**src/rtl/cordic_fixedpoint_asel_pkg.sv**
```systemverilog
`default_nettype none
// ============================================================================
// Module   : cordic_fixedpoint_asel_pkg
// Brief    : Shared constants, state encoding and theta table for the
//            fixed-point CORDIC angle-selection path.
// Revision : 1.0 - initial release
// ============================================================================
package cordic_fixedpoint_asel_pkg;

  // Number of entries in the theta table and width of each entry.
  localparam int THETA_N = 16;
  localparam int THETA_W = 16;

  // Width of the accepted-step counter (holds 0..16).
  localparam int ITER_W  = 5;

  // Sequencer states.
  typedef enum logic [1:0] {
    ST_IDLE  = 2'd0,
    ST_SEL   = 2'd1,
    ST_ISSUE = 2'd2,
    ST_DONE  = 2'd3
  } asel_state_t;

  // atan(2^-i) scaled by 2^15, rounded to nearest. Strictly decreasing, so a
  // lower index always means a larger angle.
  function automatic logic [THETA_W-1:0] theta_lut(input logic [3:0] idx);
    logic [THETA_W-1:0] val;
    case (idx)
      4'd0:    val = 16'd25736;
      4'd1:    val = 16'd15193;
      4'd2:    val = 16'd8027;
      4'd3:    val = 16'd4075;
      4'd4:    val = 16'd2045;
      4'd5:    val = 16'd1024;
      4'd6:    val = 16'd512;
      4'd7:    val = 16'd256;
      4'd8:    val = 16'd128;
      4'd9:    val = 16'd64;
      4'd10:   val = 16'd32;
      4'd11:   val = 16'd16;
      4'd12:   val = 16'd8;
      4'd13:   val = 16'd4;
      4'd14:   val = 16'd2;
      default: val = 16'd1;
    endcase
    return val;
  endfunction

endpackage
`default_nettype wire

```
**src/rtl/cordic_fixedpoint_get_phase_addr_priority_16to4.sv**
```systemverilog
`default_nettype none
// ============================================================================
// Module   : cordic_fixedpoint_get_phase_addr_priority_16to4
// Brief    : 16-to-4 priority encoder; bit 0 has the highest priority.
//            Returns 0 when no bit is set, so callers needing a "none"
//            indication must OR-reduce the request vector themselves.
// Revision : 1.0 - initial release
// ============================================================================
module cordic_fixedpoint_get_phase_addr_priority_16to4 (
  input  logic [15:0] req,
  output logic [3:0]  addr
);

  // Scan from the lowest-priority bit upward so the lowest set index wins.
  always_comb begin
    addr = 4'd0;
    for (int i = 15; i >= 0; i--) begin
      if (req[i]) begin
        addr = 4'(i);
      end
    end
  end

endmodule
`default_nettype wire

```
**src/rtl/cordic_fixedpoint_asel_ctrl.sv**
```systemverilog
`default_nettype none
// ============================================================================
// Module   : cordic_fixedpoint_asel_ctrl
// Brief    : Angle-selection sequencer. Repeatedly picks the largest theta
//            not exceeding |residual|, offers it to the rotation datapath
//            over valid/ready, and updates the residual on acceptance.
// Revision : 1.0 - initial release
// ============================================================================
module cordic_fixedpoint_asel_ctrl
  import cordic_fixedpoint_asel_pkg::*;
#(
  parameter int WIDTH    = 16,
  parameter int MAX_ITER = 16
) (
  input  logic             iClk,
  input  logic             iRst,
  input  logic             iStart,
  input  logic [WIDTH-1:0] iZ,
  output logic             oBusy,
  output logic             oStep_valid,
  input  logic             iStep_ready,
  output logic [3:0]       oTheta_addr,
  output logic             oDir,
  output logic [4:0]       oIter,
  output logic             oDone,
  output logic [WIDTH-1:0] oZ_res
);

  asel_state_t       state;
  asel_state_t       state_nxt;
  logic [WIDTH-1:0]  z;
  logic [ITER_W-1:0] iter;
  logic [WIDTH-1:0]  abs_z;
  logic [15:0]       cmp;
  logic [3:0]        enc_addr;
  logic              any_fit;
  logic              at_limit;
  logic              stop;
  logic [WIDTH-1:0]  theta_sel;

  localparam logic [WIDTH-1:0] MOST_NEG = {1'b1, {(WIDTH-1){1'b0}}};
  localparam logic [WIDTH-1:0] MOST_POS = {1'b0, {(WIDTH-1){1'b1}}};

  // Residual magnitude; the most negative code has no positive twin and
  // saturates to the largest positive value.
  always_comb begin
    abs_z = z;
    if (z[WIDTH-1]) begin
      if (z == MOST_NEG) begin
        abs_z = MOST_POS;
      end else begin
        abs_z = -z;
      end
    end
  end

  // Comparator bank: one bit per table entry that still fits in the residual.
  always_comb begin
    cmp = '0;
    for (int i = 0; i < THETA_N; i++) begin
      cmp[i] = (abs_z >= WIDTH'(theta_lut(4'(i))));
    end
  end

  cordic_fixedpoint_get_phase_addr_priority_16to4 u_prio (
    .req  (cmp),
    .addr (enc_addr)
  );

  // The encoder reports 0 for an empty vector, so "nothing fits" comes from
  // the OR-reduction rather than the encoded address.
  assign any_fit   = |cmp;
  assign at_limit  = (iter == ITER_W'(MAX_ITER));
  assign stop      = !any_fit || at_limit;
  assign theta_sel = WIDTH'(theta_lut(oTheta_addr));
  assign oIter     = iter;

  // State register.
  always_ff @(posedge iClk or posedge iRst) begin
    if (iRst) begin
      state <= ST_IDLE;
    end else begin
      state <= state_nxt;
    end
  end

  // Next-state decode.
  always_comb begin
    state_nxt = state;
    case (state)
      ST_IDLE: begin
        if (iStart) begin
          state_nxt = ST_SEL;
        end
      end
      ST_SEL: begin
        state_nxt = stop ? ST_DONE : ST_ISSUE;
      end
      ST_ISSUE: begin
        if (iStep_ready) begin
          state_nxt = ST_SEL;
        end
      end
      ST_DONE: begin
        state_nxt = ST_IDLE;
      end
      default: begin
        state_nxt = ST_IDLE;
      end
    endcase
  end

  // Residual, step counter and registered outputs, updated alongside the
  // state transitions so every output is a flop.
  always_ff @(posedge iClk or posedge iRst) begin
    if (iRst) begin
      z           <= '0;
      iter        <= '0;
      oBusy       <= 1'b0;
      oStep_valid <= 1'b0;
      oTheta_addr <= 4'd0;
      oDir        <= 1'b0;
      oDone       <= 1'b0;
      oZ_res      <= '0;
    end else begin
      case (state)
        ST_IDLE: begin
          if (iStart) begin
            z     <= iZ;
            iter  <= '0;
            oBusy <= 1'b1;
          end
        end
        ST_SEL: begin
          if (stop) begin
            oDone  <= 1'b1;
            oZ_res <= z;
          end else begin
            oTheta_addr <= enc_addr;
            oDir        <= z[WIDTH-1];
            oStep_valid <= 1'b1;
          end
        end
        ST_ISSUE: begin
          if (iStep_ready) begin
            z           <= oDir ? (z + theta_sel) : (z - theta_sel);
            iter        <= iter + 1'b1;
            oStep_valid <= 1'b0;
          end
        end
        ST_DONE: begin
          oDone <= 1'b0;
          oBusy <= 1'b0;
        end
        default: begin
          oDone <= 1'b0;
        end
      endcase
    end
  end

endmodule
`default_nettype wire

```
**config.mk**
```make
export PLATFORM = sky130hd
export DESIGN_NAME = cordic_fixedpoint_asel_ctrl
export DESIGN_NICKNAME = d
export VERILOG_FILES = /design/src/rtl/cordic_fixedpoint_asel_pkg.sv /design/src/rtl/cordic_fixedpoint_get_phase_addr_priority_16to4.sv /design/src/rtl/cordic_fixedpoint_asel_ctrl.sv
export SDC_FILE = /design/constraint.sdc
export NUM_CORES = 1
export LEC_CHECK = 0
export BUFFER_PORTS_ARGS = -buffer_cell sky130_fd_sc_hd__buf_2
export CORE_ASPECT_RATIO = 1.5
export CORE_MARGIN = 4
export CORE_UTILIZATION = 37
export DETAILED_ROUTE_END_ITERATION = 12
export PLACE_DENSITY_LB_ADDON = 0.08
export SLEW_MARGIN = 20
export SYNTH_ARGS = -nofsm -noshare
export SYNTH_HDL_FRONTEND = slang
export SYNTH_SLANG_ARGS = --single-unit
export TNS_END_PERCENT = 50
```
**constraint.sdc**
```tcl
create_clock -name iClk -period 4.8 [get_ports iClk]
set_clock_uncertainty 0.15 [all_clocks]
set_input_delay 0.24 -clock iClk [delete_from_list [all_inputs] [get_ports iClk]]
set_output_delay 0.24 -clock iClk [all_outputs]
set_load 0.01 [all_outputs]
```
==> results_dict.tcl <==
set metrics [dict create \
    outcome "finished with violations" \
    violations "negative hold slack" \
    crit_path_start_kind "register" \
    routed_wl_um 12000 \
    synth_warnings 0 \
    gp_congestion 0.893 \
    core_um2 11500 \
    globalRouteOverflowTotal 0 \
    area_growth_pct 11.9 \
    htree_num_levels 2 \
    fin_nets 584 \
    hpwl_um 9310 \
    drive_gt1_share_pct 21.3 \
    slew_viol_final 0 \
    row_count 48 \
    crit_path_end_kind "register" \
    worstPathMaxFanout 6 \
    syn_inst 498 \
    synth_ff_type "dfrtp_1" \
    cp_cell_sequence "inv_1 > ha_1 > inv_1 > ha_1 > o21ai_1 > inv_1 > ha_1 > o21a_1 > and4b_1 > a21oi_1 > xnor2_1 > ha_1 > or2_2 > a21oi_1 > a31oi_1 > a211oi_1 > xor2_1 > or4_1 > nand3_1" \
    grt_pass1_vias 3822 \
    period_needed_ns 4.41 \
    grt_pass1_wl_um 19500 \
    drtAntennaViolNets 0 \
    yosysUniqueCellTypes 75 \
    grt_max_degree 48 \
    fin_setup_tns_ns 0 \
    multiInputGateArea_um2 2880 \
    synthesis.area_um2 4320 \
    drc 0 \
    clk_pin_slew_ns 0.07 \
    cts_buffers 5 \
    start_util_pct 37.6 \
    portBuffers 48 \
    num_vias 3764 \
    avgSynthCellArea_um2 8.67 \
    drt_pass1_iterations 4 \
    grt_use_total_pct 18.4 \
    critPathSlowestCell "dfrtp_1" \
    postCtsResizedCells 0 \
    seq_area_frac_synth_pct 27.2 \
    worstPathRequired_ns 4.88 \
    critPathArrivalTime_ns 4.49 \
    vias_per_cell 5.49 \
    route.detailed.wl_per_inst_um 17.4 \
    hold_class "in -> async" \
    dieArea_um2 13500 \
    postCtsHoldBufs 0 \
    first_iter_violations 150 \
    rsz0062_at_grt "false" \
    cpLargestDelayFamily "compound AO/OA/AOI/OAI gates" \
    worstSetupPathType "reg -> reg" \
    synth_nets 546 \
    synth-edff-count 0 \
    die_y_um 140 \
    pin_count 49 \
    finalHoldViolCount 47 \
    pre_cts_ws_ns 0.296 \
    clockBufferDepth 2 \
    seqCellArea_um2 1180 \
    cts_root_buf "clkbuf_16" \
    max_stage_delay_ns 0.43 \
    worst-path-buf-inv 3 \
    diodes 0 \
    clock.fmax_ghz 0.227 \
    clock-sinks 47 \
    fill_cells 1161 \
    fin_hold_ws_ns -0.0712 \
    die_width_um 96.2 \
    slew_headroom_pct 36.1 \
    setup_viol 0 \
    async_flop_share_pct 100 \
    antenna_found_initial 0 \
    tightest_slew_ns 0.958 \
    drv_cap 0 \
    cts_setup_buffers 0 \
    crit_path_frequent_cell "ha_1" \
    fin_ws_ns 0.388 \
    ys_ff_latch 47 \
    finalCritPeriodShare_pct 91.9 \
    tritoncts "built" \
    clock_latency_ns 0.30 \
]
==> cell type report <==
| type | count | share of cell area (%) |
|---|---|---|
| clock buffers | 5 | 2.59 |
| clock inverters | 2 | 0.777 |
| inverters | 25 | 1.97 |
| multi-input cells | 397 | 59.6 |
| flip-flops and latches | 47 | 24.3 |
| well taps | 150 | 3.89 |
| repair buffers | 60 | 6.84 |
==> registers in the layout, summed over array words and instances, names as in the netlist <==
register,flops
z,16
oDone,1
oStep_valid,1
oZ_res,16
oDir,1
oTheta_addr,4
oIter,5
oBusy,1
state,2
==> cell usage after synthesis (all sizes together) (3+ instances only) <==
master	count	area share [%]
dfrtp	47	27
nand2	47	4.1
nor2	45	3.9
a21oi	37	4.3
o21ai	28	3.2
ha	27	7.8
inv	25	2.2
xor2	25	5.2
mux2	19	5.7
clkbuf	16	1.4
xnor2	15	3.2
nand3	14	1.9
buf	13	2.6
nor3	12	1.6
a31oi	11	1.6
mux2i	8	1.9
o31ai	8	1.6
and3	7	1.1
a41oi	6	1.2
nand2b	5	0.72
nand4	5	0.87
nor2b	5	0.90
nor4	5	1.4
o21bai	5	0.87
o211ai	4	0.70
o21a	4	0.70
or2	4	0.58
a211o	3	0.61
a211oi	3	0.52
a21o	3	0.52
and2	3	0.43
nor3b	3	0.52
nor4bb	3	1.0
o22ai	3	0.43
or3	3	0.43
or4	3	0.61
==> metal layers <==
layer / vias to the layer above / share of wire (%) / GRT usage (%)
met5: - / 0 / 0
met4: 0 / 2.2 / 5.77
met3: 19 / 2.8 / 1.77
met2: 76 / 53 / 33.1
met1: 1803 / 42 / 22.6
li1: 1866 / - / -
==> worst paths after layout <==
check	start	end	slack, ns	cells after the start
max reg2reg	oTheta_addr[0]$_DFFE_PP0P_	z[15]$_DFFE_PP0P_	0.39	19
min reg2reg	oStep_valid$_DFFE_PP0P_	oStep_valid$_DFFE_PP0P_	0.33	2
min in group iClk	iStep_ready	state[1]$_DFFE_PP0P_	0.04	2
max	oTheta_addr[0]$_DFFE_PP0P_	z[15]$_DFFE_PP0P_	0.39	19
min	iRst	oZ_res[14]$_DFFE_PP0P_	-0.07	2
max in group asynchronous	iRst	z[8]$_DFFE_PP0P_	4.04	2
==> cell families after synthesis <==
kind of cell | synth area share (%)
mux | 7.59
fa+ha+maj | 8.29
compound gates | 20.3
simple gates | 22.0
flops | 27.2
xor+xnor | 8.46
buf+inv | 6.12
==> through the flow <==
stage | cells | utilization [%] | instance area [um^2]
after floorplan | 498 | - | 4320
after global placement | 679 | 40.7 | 4670
after CTS | 686 | 42.1 | 4830
final | 686 | 42.1 | 4830
after global routing | 686 | 42.1 | 4830
after detailed placement | 679 | 40.7 | 4670
==> cell usage in the layout (no fill, tap or decap), types with 12 or more instances in the layout <==
cell type,synthesis,layout
buf_2,3,48
nand2_1,47,47
dfrtp_1,47,47
nor2_1,45,44
a21oi_1,37,37
o21ai_0,28,27
ha_1,27,27
xor2_1,24,24
inv_1,24,23
xnor2_1,14,14
nand3_1,12,12
buf_4,3,12
Power is left out: the tool's default activity adds up to more than one toggle a clock period on the data nets, which glitch-free logic cannot reach.
